## src/rtl/axil_xbar_pkg.sv

```systemverilog
// Shared definitions for the AXI-Lite write crossbar.
//   xbar_state_t : transaction FSM states (IDLE -> ADDR -> RESP)
//   RESP_OKAY / RESP_DECERR : write response codes
//   idx_width()  : index width for an N-entry selector (never below 1 bit)
package axil_xbar_pkg;

   typedef enum logic [1:0] {
      ST_IDLE = 2'd0,
      ST_ADDR = 2'd1,
      ST_RESP = 2'd2
   } xbar_state_t;

   localparam logic [1:0] RESP_OKAY   = 2'b00;
   localparam logic [1:0] RESP_DECERR = 2'b11;

   function automatic int idx_width(input int n);
      return (n > 1) ? $clog2(n) : 1;
   endfunction

endpackage

```

## src/rtl/axil_rr_arbiter.sv

```systemverilog
// Round-robin arbiter. The search starts at the master after the one that
// most recently completed a transaction, so every requester is served within
// N grants.
//   clk, reset   : clock, synchronous active-high reset
//   req          : request vector, one bit per master
//   advance      : pulse when the granted transaction completes
//   done_idx     : index of the master whose transaction completed
//   grant        : combinational winner index (valid when grant_valid)
//   grant_valid  : at least one request is present
module axil_rr_arbiter
   import axil_xbar_pkg::*;
#(
   parameter int N = 4,
   parameter int IW = idx_width(N)
)
(
   input  logic          clk,
   input  logic          reset,
   input  logic [N-1:0]  req,
   input  logic          advance,
   input  logic [IW-1:0] done_idx,
   output logic [IW-1:0] grant,
   output logic          grant_valid
);

   logic [IW-1:0] last_r;
   logic [IW-1:0] cand_s;
   logic          hit_s;
   logic          found_s;

   // Remember the last completed master; reset makes master 0 the first winner.
   always_ff @(posedge clk) begin
      if (reset) begin
         last_r <= IW'(N - 1);
      end else if (advance) begin
         last_r <= done_idx;
      end else begin
         last_r <= last_r;
      end
   end

   // Rotating-priority search: first requester at or after last_r+1 (mod N).
   always_comb begin
      grant   = last_r;
      found_s = 1'b0;
      cand_s  = last_r;
      hit_s   = 1'b0;
      for (int i = 0; i < N; i++) begin
         cand_s  = IW'((int'(last_r) + 1 + i) % N);
         hit_s   = req[cand_s] & ~found_s;
         grant   = hit_s ? cand_s : grant;
         found_s = found_s | hit_s;
      end
   end

   assign grant_valid = |req;

endmodule

```

## src/rtl/axil_write_xbar.sv

```systemverilog
// Shared-path AXI-Lite write interconnect: NUMBER_MASTER masters to
// NUMBER_SLAVE slaves, one write in flight. Unmapped addresses go to an
// internal default slave that completes AW/W and answers DECERR.
//   aclk, areset            : clock, synchronous active-high reset
//   m_axil_aw*/w*/b*        : master-side ports, flattened per master
//   s_axil_aw*/w*/b*        : slave-side ports, flattened per slave
// Payload buses toward slaves broadcast the granted master's AW/W content.
module axil_write_xbar
   import axil_xbar_pkg::*;
#(
   parameter int NUMBER_MASTER  = 4,
   parameter int NUMBER_SLAVE   = 4,
   parameter int AXI_DATA_WIDTH = 32,
   parameter int AXI_ADDR_WIDTH = 32,
   parameter logic [NUMBER_SLAVE*AXI_ADDR_WIDTH-1:0] AXI_ADDR_OFFSET =
      {32'h4000_0000, 32'h3000_0000, 32'h2000_0000, 32'h1000_0000},
   parameter logic [NUMBER_SLAVE*AXI_ADDR_WIDTH-1:0] AXI_ADDR_RANGE =
      {32'h0000_FFFF, 32'h0000_FFFF, 32'h0000_FFFF, 32'h0000_FFFF}
)
(
   input  logic                                         aclk,
   input  logic                                         areset,
   // master side
   input  logic [NUMBER_MASTER*AXI_ADDR_WIDTH-1:0]      m_axil_awaddr,
   input  logic [NUMBER_MASTER-1:0]                     m_axil_awvalid,
   output logic [NUMBER_MASTER-1:0]                     m_axil_awready,
   input  logic [NUMBER_MASTER*AXI_DATA_WIDTH-1:0]      m_axil_wdata,
   input  logic [NUMBER_MASTER*(AXI_DATA_WIDTH/8)-1:0]  m_axil_wstrb,
   input  logic [NUMBER_MASTER-1:0]                     m_axil_wvalid,
   output logic [NUMBER_MASTER-1:0]                     m_axil_wready,
   output logic [NUMBER_MASTER*2-1:0]                   m_axil_bresp,
   output logic [NUMBER_MASTER-1:0]                     m_axil_bvalid,
   input  logic [NUMBER_MASTER-1:0]                     m_axil_bready,
   // slave side
   output logic [NUMBER_SLAVE*AXI_ADDR_WIDTH-1:0]       s_axil_awaddr,
   output logic [NUMBER_SLAVE-1:0]                      s_axil_awvalid,
   input  logic [NUMBER_SLAVE-1:0]                      s_axil_awready,
   output logic [NUMBER_SLAVE*AXI_DATA_WIDTH-1:0]       s_axil_wdata,
   output logic [NUMBER_SLAVE*(AXI_DATA_WIDTH/8)-1:0]   s_axil_wstrb,
   output logic [NUMBER_SLAVE-1:0]                      s_axil_wvalid,
   input  logic [NUMBER_SLAVE-1:0]                      s_axil_wready,
   input  logic [NUMBER_SLAVE*2-1:0]                    s_axil_bresp,
   input  logic [NUMBER_SLAVE-1:0]                      s_axil_bvalid,
   output logic [NUMBER_SLAVE-1:0]                      s_axil_bready
);

   localparam int AW = AXI_ADDR_WIDTH;
   localparam int DW = AXI_DATA_WIDTH;
   localparam int SW = AXI_DATA_WIDTH / 8;
   localparam int MW = idx_width(NUMBER_MASTER);
   // one extra target code for the internal default slave
   localparam int TW = idx_width(NUMBER_SLAVE + 1);
   localparam logic [TW-1:0] DEC_IDX = TW'(NUMBER_SLAVE);

   xbar_state_t   state_r, state_s;
   logic [MW-1:0] grant_r, grant_s;
   logic [TW-1:0] target_r, target_s;
   logic          aw_done_r, aw_done_s;
   logic          w_done_r, w_done_s;

   logic [MW-1:0] arb_grant_s;
   logic          arb_valid_s;
   logic [AW-1:0] dec_addr_s;
   logic [TW-1:0] dec_target_s;
   logic          slave_hit_s;

   logic [AW-1:0] sel_awaddr_s;
   logic [DW-1:0] sel_wdata_s;
   logic [SW-1:0] sel_wstrb_s;
   logic          sel_awvalid_s, sel_wvalid_s, sel_bready_s;

   logic          is_dec_s, tgt_sel_s;
   logic          tgt_awready_s, tgt_wready_s, tgt_bvalid_s;
   logic [1:0]    tgt_bresp_s;
   logic          in_addr_s, in_resp_s;
   logic          aw_hs_s, w_hs_s, b_hs_s;

   axil_rr_arbiter #(.N(NUMBER_MASTER), .IW(MW)) u_arb (
      .clk         (aclk),
      .reset       (areset),
      .req         (m_axil_awvalid),
      .advance     (b_hs_s),
      .done_idx    (grant_r),
      .grant       (arb_grant_s),
      .grant_valid (arb_valid_s)
   );

   assign dec_addr_s = m_axil_awaddr[int'(arb_grant_s)*AW +: AW];

   // Address decode of the arbitration winner; descending loop lets the lowest index win.
   always_comb begin
      dec_target_s = DEC_IDX;
      slave_hit_s  = 1'b0;
      for (int j = NUMBER_SLAVE - 1; j >= 0; j--) begin
         slave_hit_s  = (dec_addr_s & ~AXI_ADDR_RANGE[j*AW +: AW]) == AXI_ADDR_OFFSET[j*AW +: AW];
         dec_target_s = slave_hit_s ? TW'(j) : dec_target_s;
      end
   end

   assign sel_awaddr_s  = m_axil_awaddr[int'(grant_r)*AW +: AW];
   assign sel_wdata_s   = m_axil_wdata[int'(grant_r)*DW +: DW];
   assign sel_wstrb_s   = m_axil_wstrb[int'(grant_r)*SW +: SW];
   assign sel_awvalid_s = m_axil_awvalid[grant_r];
   assign sel_wvalid_s  = m_axil_wvalid[grant_r];
   assign sel_bready_s  = m_axil_bready[grant_r];

   assign in_addr_s = (state_r == ST_ADDR);
   assign in_resp_s = (state_r == ST_RESP);
   assign is_dec_s  = (target_r == DEC_IDX);

   // Collect the target's ready/response; the default slave is always ready and answers DECERR.
   always_comb begin
      tgt_awready_s = 1'b0;
      tgt_wready_s  = 1'b0;
      tgt_bvalid_s  = 1'b0;
      tgt_bresp_s   = RESP_OKAY;
      tgt_sel_s     = 1'b0;
      for (int j = 0; j < NUMBER_SLAVE; j++) begin
         tgt_sel_s     = (target_r == TW'(j));
         tgt_awready_s = tgt_awready_s | (tgt_sel_s & s_axil_awready[j]);
         tgt_wready_s  = tgt_wready_s  | (tgt_sel_s & s_axil_wready[j]);
         tgt_bvalid_s  = tgt_bvalid_s  | (tgt_sel_s & s_axil_bvalid[j]);
         tgt_bresp_s   = tgt_bresp_s   | ({2{tgt_sel_s}} & s_axil_bresp[j*2 +: 2]);
      end
      tgt_awready_s = tgt_awready_s | is_dec_s;
      tgt_wready_s  = tgt_wready_s  | is_dec_s;
      tgt_bvalid_s  = tgt_bvalid_s  | is_dec_s;
      tgt_bresp_s   = is_dec_s ? RESP_DECERR : tgt_bresp_s;
   end

   // Done flags mask each channel after its single handshake.
   assign aw_hs_s = in_addr_s & sel_awvalid_s & ~aw_done_r & tgt_awready_s;
   assign w_hs_s  = in_addr_s & sel_wvalid_s  & ~w_done_r  & tgt_wready_s;
   assign b_hs_s  = in_resp_s & tgt_bvalid_s & sel_bready_s;

   // Next-state: grant/target captured in IDLE, AW and W tracked independently in ADDR.
   always_comb begin
      state_s   = state_r;
      grant_s   = grant_r;
      target_s  = target_r;
      aw_done_s = aw_done_r;
      w_done_s  = w_done_r;
      case (state_r)
         ST_IDLE: begin
            if (arb_valid_s) begin
               state_s  = ST_ADDR;
               grant_s  = arb_grant_s;
               target_s = dec_target_s;
            end else begin
               state_s  = ST_IDLE;
            end
         end
         ST_ADDR: begin
            aw_done_s = aw_done_r | aw_hs_s;
            w_done_s  = w_done_r | w_hs_s;
            if (aw_done_s && w_done_s) begin
               state_s = ST_RESP;
            end else begin
               state_s = ST_ADDR;
            end
         end
         ST_RESP: begin
            if (b_hs_s) begin
               state_s   = ST_IDLE;
               aw_done_s = 1'b0;
               w_done_s  = 1'b0;
            end else begin
               state_s   = ST_RESP;
            end
         end
         default: begin
            state_s   = ST_IDLE;
            aw_done_s = 1'b0;
            w_done_s  = 1'b0;
         end
      endcase
   end

   // State and transaction context registers.
   always_ff @(posedge aclk) begin
      if (areset) begin
         state_r   <= ST_IDLE;
         grant_r   <= {MW{1'b0}};
         target_r  <= {TW{1'b0}};
         aw_done_r <= 1'b0;
         w_done_r  <= 1'b0;
      end else begin
         state_r   <= state_s;
         grant_r   <= grant_s;
         target_r  <= target_s;
         aw_done_r <= aw_done_s;
         w_done_r  <= w_done_s;
      end
   end

   // Master-side returns go only to the granted master; others see zero.
   always_comb begin
      m_axil_awready = {NUMBER_MASTER{1'b0}};
      m_axil_wready  = {NUMBER_MASTER{1'b0}};
      m_axil_bvalid  = {NUMBER_MASTER{1'b0}};
      m_axil_bresp   = {(NUMBER_MASTER*2){1'b0}};
      for (int i = 0; i < NUMBER_MASTER; i++) begin
         m_axil_awready[i]      = in_addr_s & (grant_r == MW'(i)) & ~aw_done_r & tgt_awready_s;
         m_axil_wready[i]       = in_addr_s & (grant_r == MW'(i)) & ~w_done_r & tgt_wready_s;
         m_axil_bvalid[i]       = in_resp_s & (grant_r == MW'(i)) & tgt_bvalid_s;
         m_axil_bresp[i*2 +: 2] = {2{in_resp_s & (grant_r == MW'(i))}} & tgt_bresp_s;
      end
   end

   // Slave-side valids/bready go only to the registered target.
   always_comb begin
      s_axil_awvalid = {NUMBER_SLAVE{1'b0}};
      s_axil_wvalid  = {NUMBER_SLAVE{1'b0}};
      s_axil_bready  = {NUMBER_SLAVE{1'b0}};
      for (int j = 0; j < NUMBER_SLAVE; j++) begin
         s_axil_awvalid[j] = in_addr_s & (target_r == TW'(j)) & sel_awvalid_s & ~aw_done_r;
         s_axil_wvalid[j]  = in_addr_s & (target_r == TW'(j)) & sel_wvalid_s & ~w_done_r;
         s_axil_bready[j]  = in_resp_s & (target_r == TW'(j)) & sel_bready_s;
      end
   end

   assign s_axil_awaddr = {NUMBER_SLAVE{sel_awaddr_s}};
   assign s_axil_wdata  = {NUMBER_SLAVE{sel_wdata_s}};
   assign s_axil_wstrb  = {NUMBER_SLAVE{sel_wstrb_s}};

endmodule

```

## config.mk

```make
export PLATFORM = sky130hd
export DESIGN_NAME = axil_write_xbar
export DESIGN_NICKNAME = d
export VERILOG_FILES = /design/src/rtl/axil_xbar_pkg.sv /design/src/rtl/axil_rr_arbiter.sv /design/src/rtl/axil_write_xbar.sv
export SDC_FILE = /design/constraint.sdc
export NUM_CORES = 1
export LEC_CHECK = 0
export CAP_MARGIN = 40
export CORE_AREA = 10 10 231 233
export CTS_BUF_LIST = sky130_fd_sc_hd__clkbuf_8 sky130_fd_sc_hd__clkbuf_16
export DETAILED_ROUTE_END_ITERATION = 7
export DIE_AREA = 0 0 241 243
export GPL_TIMING_DRIVEN = 0
export PLACE_DENSITY = 0.4
export SYNTH_ARGS = -nofsm -noshare
export SYNTH_HDL_FRONTEND = slang
export SYNTH_SLANG_ARGS = --single-unit
```

## constraint.sdc

```tcl
create_clock -name aclk -period 3.2 [get_ports aclk]
set_input_delay 0.64 -clock aclk [delete_from_list [all_inputs] [get_ports aclk]]
set_output_delay 0.64 -clock aclk [all_outputs]
set_load 0.005 [all_outputs]
```

==> metrics <==
vias=6122; cts bufs inserted=3; antenna violations before repair=20; Post-Synthesis Cells=498; Worst Skew=2.771 ps; fin cells=1754; mux contribution to synthesized area=36.54%; DR vias/cell=3.490; critical path type=input port to output port; crit-path max cell delay=560 ps; Syn-to-layout area delta=159.1%; CTS tree=done; clk slew on worst S/H paths=40 ps; RSZ-0062 raised after global routing=true; worst-path fanout max=4; GPL Wtd Cong=0.8168; vias in the first global route=6285; post-route ant nets=0; Fillers=5306; pin count of the biggest net entering global routing=11; IO Count=610; period utilization=97.89%; simple-gate share of the synthesized area=13.43%; number of hold buffers added after cts=0; Die Footprint=58560 um2; synthesized area=4584 um2; root buffer cell=clkbuf_16; register area share after synthesis=4.803%; ys flop type=dfxtp_1; outcome=complete, no violations; Initial Util=9.424%; Worst path slowest cell=clkdlybuf4s50_1; # setup viols final=0; Die Ht=243 um; Worst IR Drop VDD=184.6 uV; Relative slew margins=52.59%; Die Width=241 um; Num Clock Sinks=11; post-synthesis xor/xnor area fraction=0.1910%; multi-input gate area in the final layout=2741 um2; Core ar.=48650 um2; grt total ovfl=0; post-synth cell types=53; Final Util=24.41%; hold crit path type=flop to flop; ys async rst share=0%; first-pass GRT wire length=57.06 mm; post-synthesis sequential element count=11; post-DR wirelength/cell=25.05 um; synth warn=0; number of synthesized flops with an enable pin=0; Lkg Pwr=4.555 nW; # DRC=0; Final Net Count=1431; Setup crit start kind=input port; Synth Net Count=804; post-synthesis compound-gate area fraction=8.734%; Final Max Tran Viols=0; clock buffer depth=2; Worst Setup End Kind=output port; worst path arrival time=2490 ps; FF+latch area=220.2 um2; Tot GR Track Use=13.89%; HPWL after detailed placement=40.74 mm; minimum clock period=3132 ps; Req. time, crit path=2560 ps; DR iter-0 viols=147; Post-Synth Adder-Cell Area=0%; placed insts=1738; Port Buffers=608; worst-skew pair later-pin latency=230 ps; Max Cap Viol=0; Fin. Hold Viols=0; WL final=43.93 mm; depth of the CTS H-tree=1; worst slew pin tran=704.7 ps; Design Power=2.967 mW; Fmax achieved=319.2 MHz; largest family of logic cells by synthesized area=multiplexers; layout cell share with drive strength beyond 1=31.05%; DRT Pass-1 Iters=4; critical-path cell list=clkdlybuf4s50_1 > nand2b_1 > a211oi_1 > a21oi_1 > nand2b_1 > nor3_1 > clkdlybuf4s50_1; mean post-synth cell area=9.206 um2; cell row count=81; PD cells=249.9 nW/um2
cell usage after synthesis (3+ instances only):
master	n	share of area, %
mux4_2	71	35
nor2b_1	4	0.55
nor2_1	44	3.6
buf_1	9	0.74
a211oi_1	6	0.98
clkbuf_1	12	0.98
nand2_1	18	1.5
o21ai_0	6	0.66
a21oi_1	12	1.3
buf_2	3	0.33
nor4_1	7	0.96
nor3_1	18	2.0
mux2_2	5	1.2
nand4_1	3	0.41
nand3_1	9	0.98
dfxtp_1	11	4.8
buf_4	206	34
inv_1	4	0.33
nand2b_1	8	1.1
cells by family (layout without fill, tap and decap cells):
kind of cell	Yosys count	after routing
simple gates	126	126
compound gates	46	46
other cells	0	8
xor+xnor	1	1
mux	78	78
buf+inv	236	862
flops	11	11
through the flow:
stage / instance area (um2) / worst slack (ps) / setup TNS [ps] / hold WS [ps]
floorplan: 4584 / 603.5 / 0 / 503.8
global placement: 11450 / -996.1 / -215100 / 557.5
detailed placement: 11580 / -675.3 / -89620 / 554.4
CTS: 11780 / 1.610 / 0 / 563.7
global route: 11870 / -19.19 / -53.36 / 626.3
finish: 11880 / 67.57 / 0 / 576.3
worst max-delay path: cells and delay by family:
family	cells	cell delay, ps
compound gates	2	350
buf+inv	2	1010
simple gates	3	490
registers in the layout, indices dropped and copies added (netlist names):
register	flops
aw_done_r	1
grant_r	2
state_r	2
target_r	3
u_arb.last_r	2
w_done_r	1
timing repair:
item,4_1_cts,5_1_grt
gates resized for setup,40,16
pin swaps,0,0
gates cloned,0,0
setup endpoints to repair,285,49
setup buffers,2,4
final timing paths:
path / end / from / slack, ps / cells after the start
min: w_done_r$_SDFFE_PP0P_ / w_done_r$_SDFFE_PP0P_ / 580 / 2
min reg2reg: w_done_r$_SDFFE_PP0P_ / w_done_r$_SDFFE_PP0P_ / 580 / 2
max: m_axil_awready[0] / s_axil_awready[1] / 70 / 7
max reg2reg: u_arb.last_r[1]$_SDFFE_PP1P_ / target_r[0]$_SDFFE_PP0P_ / 990 / 6
metal layers:
| metal | track usage [%] | vias to the layer above | routed length [um] |
|---|---|---|---|
| met4 | 1.443 | 22 | 388 |
| met3 | 5.212 | 32 | 4264 |
| met2 | 27.35 | 270 | 24190 |
| met5 | 0 | - | 129 |
| met1 | 13.75 | 2912 | 14960 |
| li1 | - | 2886 | - |
power breakdown:
part | leakage [nW] | internal, mW | total [mW] | switching, mW
clock network | 0.0423 | 0.164 | 0.225 | 0.0611
registers | 0.0899 | 0.146 | 0.155 | 0.00891
logic | 4.42 | 1.70 | 2.59 | 0.886
total | 4.55 | 2.01 | 2.97 | 0.956
final cells by class:
type                    count  area share, %
diodes                      8         0.1686
plain buffers             229          14.54
clock buffers               3         0.6321
clock inverters             1        0.03161
inverters                   5         0.1580
multi-input cells         251          23.08
flip-flops and latches     11          1.854
well taps                 622          6.553
repair buffers            624          52.98
layout by cell type, fill, tap and decap left out, drive strengths merged, types with 4 or more instances in the layout:
cell and instances:
a211oi 8, diode 8, dfxtp 11, nand2b 9
nand3 10, nor3 18, clkbuf 16, nor2 44
clkdlybuf4s50 600, nor2b 4, buf 231, o21ai 7
dlymetal6s2s 5, nand2 19, a21oi 13, inv 6
mux4 71, nor4 7, mux2 5
(Power assumes the default switching activity.)
